===== config.mk =====
export PLATFORM = sky130hd
export DESIGN_NAME = multi_cycle_control
export DESIGN_NICKNAME = d
export VERILOG_FILES = /design/src/rtl/multi_cycle_control.sv
export SDC_FILE = /design/constraint.sdc
export NUM_CORES = 1
export LEC_CHECK = 0
export CORE_ASPECT_RATIO = 0.8
export CORE_UTILIZATION = 45
export CTS_CLUSTER_DIAMETER = 30
export CTS_CLUSTER_SIZE = 12
export DETAILED_ROUTE_END_ITERATION = 16
export PLACE_DENSITY = 0.85
export SYNTH_ARGS = -nofsm -noshare
export SYNTH_HDL_FRONTEND = slang
export SYNTH_SLANG_ARGS = --single-unit

===== constraint.sdc =====
create_clock -name clk -period 2.37 [get_ports clk]
set_input_delay 0.5925 -clock clk [delete_from_list [all_inputs] [get_ports clk]]
set_output_delay 0.5925 -clock clk [all_outputs]
set_load 0.02 [all_outputs]

===== src/rtl/multi_cycle_control.sv =====
// Multi-cycle control unit for a small RV32 subset (addi, lw, sw, bne).
// Sequences fetch/decode/execute/memory/writeback and traps on illegal opcodes or memory timeout.
module multi_cycle_control #(
    parameter int DATA_WIDTH  = 32,
    parameter int MEM_TIMEOUT = 15
) (
    input  logic                  clk,
    input  logic                  rst,
    input  logic [DATA_WIDTH-1:0] instr,
    input  logic                  EQ,
    input  logic                  mem_ready,
    output logic                  mem_req,
    output logic                  mem_we,
    output logic                  IRWrite,
    output logic                  PCWrite,
    output logic                  PCsrc,
    output logic                  RegWrite,
    output logic                  ALUsrc,
    output logic [2:0]            ALUctrl,
    output logic [2:0]            ImmSrc,
    output logic                  MemToReg,
    output logic                  trap
);

    typedef enum logic [2:0] {FETCH, DECODE, EXEC, MEM, WB, HALT} state_t;
    typedef enum logic [1:0] {OP_ADDI, OP_LW, OP_SW, OP_BNE} op_t;

    localparam logic [3:0] TIMEOUT = 4'(MEM_TIMEOUT);

    state_t     state;
    op_t        op;
    logic [3:0] wait_cnt;
    logic       req_r;
    logic       fetch_done;
    logic       bne_taken;

    logic unused_instr_bits;
    assign unused_instr_bits = ^{instr[DATA_WIDTH-1:15], instr[11:7]};

    always_ff @(posedge clk or posedge rst) begin
        if (rst) begin
            state    <= FETCH;
            op       <= OP_ADDI;
            wait_cnt <= 4'd0;
            req_r    <= 1'b1;
            mem_we   <= 1'b0;
            RegWrite <= 1'b0;
            ALUsrc   <= 1'b0;
            ALUctrl  <= 3'b000;
            ImmSrc   <= 3'b000;
            MemToReg <= 1'b0;
            trap     <= 1'b0;
        end else begin
            // single-cycle strobes; the case below raises them for the state being entered
            RegWrite <= 1'b0;
            ALUsrc   <= 1'b0;
            ALUctrl  <= 3'b000;
            ImmSrc   <= 3'b000;
            MemToReg <= 1'b0;
            case (state)
                FETCH: begin
                    if (mem_ready) begin
                        state <= DECODE;
                        req_r <= 1'b0;
                    end else if (wait_cnt == TIMEOUT) begin
                        state <= HALT;
                        req_r <= 1'b0;
                        trap  <= 1'b1;
                    end else begin
                        wait_cnt <= wait_cnt + 4'd1;
                    end
                end
                DECODE: begin
                    case ({instr[14:12], instr[6:0]})
                        {3'b000, 7'b0010011}: begin
                            op <= OP_ADDI; state <= EXEC; ALUsrc <= 1'b1;
                        end
                        {3'b010, 7'b0000011}: begin
                            op <= OP_LW; state <= EXEC; ALUsrc <= 1'b1;
                        end
                        {3'b010, 7'b0100011}: begin
                            op <= OP_SW; state <= EXEC; ALUsrc <= 1'b1; ImmSrc <= 3'b001;
                        end
                        {3'b001, 7'b1100011}: begin
                            op <= OP_BNE; state <= EXEC; ALUctrl <= 3'b001; ImmSrc <= 3'b010;
                        end
                        default: begin
                            state <= HALT;
                            trap  <= 1'b1;
                        end
                    endcase
                end
                EXEC: begin
                    case (op)
                        OP_ADDI: begin
                            state    <= WB;
                            RegWrite <= 1'b1;
                        end
                        OP_LW, OP_SW: begin
                            state    <= MEM;
                            req_r    <= 1'b1;
                            mem_we   <= (op == OP_SW);
                            wait_cnt <= 4'd0;
                        end
                        default: begin
                            state    <= FETCH;
                            req_r    <= 1'b1;
                            wait_cnt <= 4'd0;
                        end
                    endcase
                end
                MEM: begin
                    if (mem_ready) begin
                        mem_we <= 1'b0;
                        if (op == OP_SW) begin
                            state    <= FETCH;
                            wait_cnt <= 4'd0;
                        end else begin
                            state    <= WB;
                            req_r    <= 1'b0;
                            RegWrite <= 1'b1;
                            MemToReg <= 1'b1;
                        end
                    end else if (wait_cnt == TIMEOUT) begin
                        state  <= HALT;
                        req_r  <= 1'b0;
                        mem_we <= 1'b0;
                        trap   <= 1'b1;
                    end else begin
                        wait_cnt <= wait_cnt + 4'd1;
                    end
                end
                WB: begin
                    state    <= FETCH;
                    req_r    <= 1'b1;
                    wait_cnt <= 4'd0;
                end
                default: state <= HALT;
            endcase
        end
    end

    // Completion and branch strobes must follow mem_ready/EQ in the same cycle,
    // and are gated by rst so nothing fires while reset is held.
    assign mem_req    = req_r & ~rst;
    assign fetch_done = (state == FETCH) & mem_ready & ~rst;
    assign bne_taken  = (state == EXEC) & (op == OP_BNE) & ~EQ;
    assign IRWrite    = fetch_done;
    assign PCWrite    = fetch_done | bne_taken;
    assign PCsrc      = bne_taken;

endmodule


==> impl_results.rst <==
.. list-table::
   :header-rows: 1

   * - Metric
     - Value
   * - Result of the run
     - finished, final reports clean
   * - Routed Wire Length
     - 2762 um
   * - Area of the core region
     - 2462 um2
   * - Post-synthesis instance area
     - 1169 um2
   * - Number of nets with antenna violations after routing
     - 0
   * - CTS clock-pin slew for the worst setup and hold paths
     - 0.11 ns
   * - Top FF cell, synth
     - sky130_fd_sc_hd__dfrtp_1
   * - Horizontal extent of the die
     - 58.98 um
   * - Global-route wire length before repair
     - 4374 um
   * - Average wire length per cell after detail routing
     - 14.31 um
   * - Final-layout setup total negative slack
     - 0 ns
   * - Clock root cell
     - sky130_fd_sc_hd__clkbuf_4
   * - Number of buffers on the longest clock path
     - 2
   * - First-pass detailed-route iteration total
     - 4
   * - Peak supply drop
     - 0.0001658 V
   * - Routed vias/inst
     - 5.554
   * - Largest net degree at the start of global routing
     - 19
   * - Transition time at the pin with the least slew margin
     - 0.6987 ns
   * - Global-route total usage across every layer
     - 21.10%
   * - Reg2reg path depth
     - 5
   * - Worst skew pair latency
     - 0.30 ns
   * - Largest clock skew in the final design
     - 0.002526 ns
   * - Reg-to-reg slack, setup
     - 0.64 ns
   * - Fraction of final layout cells sized beyond drive strength 1
     - 17.20%
   * - Cell with the most instances after synthesis
     - sky130_fd_sc_hd__dfrtp_1
   * - Max-slew violation count
     - 0
   * - Number of maximum-capacitance constraint violations
     - 0
   * - Die span in y
     - 47.58 um
   * - Hold path depth
     - 1
   * - Setup bufs post-CTS
     - 0
   * - Power density normalized to cell area
     - 371.7 nW/um2
   * - Post-detailed-placement half-perimeter wirelength
     - 2163 um
   * - Critical path's largest stage delay
     - 0.42 ns
   * - Fraction of the yosys area taken by sequential cells
     - 38.65%
   * - Post-synthesis async set-or-reset flop share
     - 100.0%
   * - IO Count
     - 51
   * - Required time of the critical path
     - 1.78 ns
   * - Type of the worst setup path
     - input pin to primary output
   * - Fin area
     - 1548 um2
   * - Count of clock tree sinks
     - 18
   * - Final count of hold timing violations
     - 0
   * - Buffers added on ports
     - 25
   * - Number of buffers inserted by hold repair at cts
     - 0
   * - Via count of the first global-routing pass
     - 1017
   * - Data arrival, critical path
     - 1.65 ns
   * - H-tree level count
     - 1
   * - Max transition margin
     - 53.37%
   * - Initial antenna violation count
     - 0
   * - Highest clock frequency the design can meet
     - 445.8 MHz
   * - Ordered cell list for the critical path
     - clkdlybuf4s50_1 > nor4b_2 > dlygate4sd2_1
   * - Max Fanout on Critical Path
     - 2
   * - End of the worst register-to-register path
     - op[1]
   * - Cells after Synth
     - 122
   * - Clock buffer count from CTS
     - 3
   * - Detailed-route via count
     - 1072
   * - Commonest cells post-synth
     - sky130_fd_sc_hd__dfrtp_1, sky130_fd_sc_hd__a21oi_1, sky130_fd_sc_hd__nor2_1
   * - Timing endpoint of the critical path
     - PCsrc
   * - Number of synthesized register bits
     - 18
   * - Area contributors post-synth
     - sky130_fd_sc_hd__dfrtp_1, sky130_fd_sc_hd__ha_1, sky130_fd_sc_hd__a21oi_1
   * - Final period util
     - 94.65%
   * - Warning count from the yosys run
     - 0
   * - Fin crit period
     - 2.243 ns
   * - DRT iter0 DRCs
     - 44
   * - Sort of element at the start of the critical path
     - input pin
   * - Count of flip-flops with a built-in enable after synthesis
     - 0
   * - Unrepaired setup endpoints after global routing
     - false
   * - Post-synthesis area per instance
     - 9.579 um2
   * - Number of distinct standard cells referenced by the synthesized netlist
     - 51
   * - Total grt overflow
     - 0
   * - DRC violations left
     - 0
   * - Share of the synthesized area in the top cell type
     - 36.40%
   * - Dominant cell type by area after synthesis
     - sky130_fd_sc_hd__dfrtp_1
   * - Die outline area
     - 2806 um2
   * - Routability congestion estimate
     - 0.8456
   * - Leak pwr
     - 0.7440 nW
   * - Starting utilization of the core area
     - 47.46%
   * - Number of failing setup endpoints in the final timing report
     - 0
   * - Nets
     - 199
   * - Post-placement cell area
     - 1509 um2
   * - Layout area overhead
     - 32.44%
   * - Slowest cell on crit path
     - sky130_fd_sc_hd__clkdlybuf4s50_1
   * - Min-Delay Path Class
     - register to register
   * - Diodes inserted
     - 0
   * - Worst setup path startpoint
     - EQ
   * - R2r startpoint
     - state[0]
   * - Clock tree from TritonCTS
     - yes
   * - Critical Path Sink Type
     - primary output
   * - Fill cell instance count of the final layout
     - 207
   * - FP Rows
     - 16
==> registers in the layout, indices dropped and copies added (netlist names) <==
name	cells
mem_we	1
state	3
ALUsrc	1
MemToReg	1
wait_cnt	4
ImmSrc	2
ALUctrl	1
op	2
RegWrite	1
trap	1
req_r	1
==> repair_timing <==
item,CTS,global route
cloned,0,0
endpoints found under the setup margin,4,1
resized for setup,8,2
hold endpoints to repair,0,0
==> placed cells by master, fill, tap and decap left out, types with 2 or more instances in the layout <==
master                            instances
sky130_fd_sc_hd__a21o_1                   3
sky130_fd_sc_hd__a21oi_1                  8
sky130_fd_sc_hd__a31oi_1                  3
sky130_fd_sc_hd__and2_1                   3
sky130_fd_sc_hd__and3_1                   3
sky130_fd_sc_hd__buf_4                   11
sky130_fd_sc_hd__clkbuf_4                 3
sky130_fd_sc_hd__clkdlybuf4s50_1         20
sky130_fd_sc_hd__conb_1                   3
sky130_fd_sc_hd__dfrtp_1                 17
sky130_fd_sc_hd__dlygate4sd2_1            3
sky130_fd_sc_hd__ha_1                     5
sky130_fd_sc_hd__inv_1                    7
sky130_fd_sc_hd__nand2_1                  5
sky130_fd_sc_hd__nand2b_1                 3
sky130_fd_sc_hd__nand3b_1                 2
sky130_fd_sc_hd__nor2_1                   8
sky130_fd_sc_hd__nor2b_1                  4
sky130_fd_sc_hd__nor3b_1                  2
sky130_fd_sc_hd__nor4_1                   2
sky130_fd_sc_hd__o211a_1                  2
sky130_fd_sc_hd__o21ai_0                  4
sky130_fd_sc_hd__o21ai_1                  3
sky130_fd_sc_hd__o22ai_1                  2
==> power breakdown <==
group	switching, mW	internal, mW	total [mW]
combinational	0.0361	0.0352	0.0714
clock	0.102	0.0937	0.195
sequential	0.000517	0.308	0.309
==> how the worst min path moves through the flow <==
stage,startpoint,endpoint
floorplan,wait_cnt[1],wait_cnt[1]
global placement,trap,trap
detailed placement,trap,trap
CTS,trap,trap
global route,trap,trap
finish,trap,trap
==> critical path, delay by kind of cell <==
family | cells | cell delay (ns)
buf+inv | 2 | 0.78
simple gates | 1 | 0.27
==> cell type report <==
cell class,instances,area (um2),share of cell area (%)
well taps,36,45.04,2.910
clock buffers,4,36.28,2.344
flip-flops and latches,18,451.7,29.18
multi-input cells,93,666.9,43.09
inverters,7,26.28,1.698
repair buffers,35,321.6,20.78
==> cells by family (layout without fill, tap and decap cells) <==
group,count (synthesis),count (layout),synth area share (%)
buf+inv,13,46,5.460
fa+ha+maj,5,5,5.353
mux,2,2,1.820
compound gates,39,39,24.20
simple gates,44,44,24.20
other cells,1,3,0.3209
flops,18,18,38.65
==> layer usage <==
metal	wire length, um	up-vias	share of wire [%]	track usage [%]
met5	0	-	0	0
met4	53	0	1.9	8.095
met3	169	6	6.1	3.514
met2	1296	47	47	35.91
met1	1243	504	45	27.64
li1	-	515	-	-
==> per-stage QoR <==
stage / std cells / total power [mW] / hold slack, ns / worst slack (ns) / utilization, %
detailed placement: 189 / 0.3864 / 0.4766 / -0.3691 / 61.28
floorplan: 124 / 0.3470 / 0.4927 / 0.01771 / -
CTS: 193 / 0.5765 / 0.5056 / 0.01692 / 62.65
global route: 193 / 0.6008 / 0.5483 / 0.02967 / 62.86
global placement: 189 / 0.3846 / 0.4811 / -0.3265 / 61.28
finish: 193 / 0.5753 / 0.5038 / 0.1267 / 62.86
(Power assumes the default switching activity.)
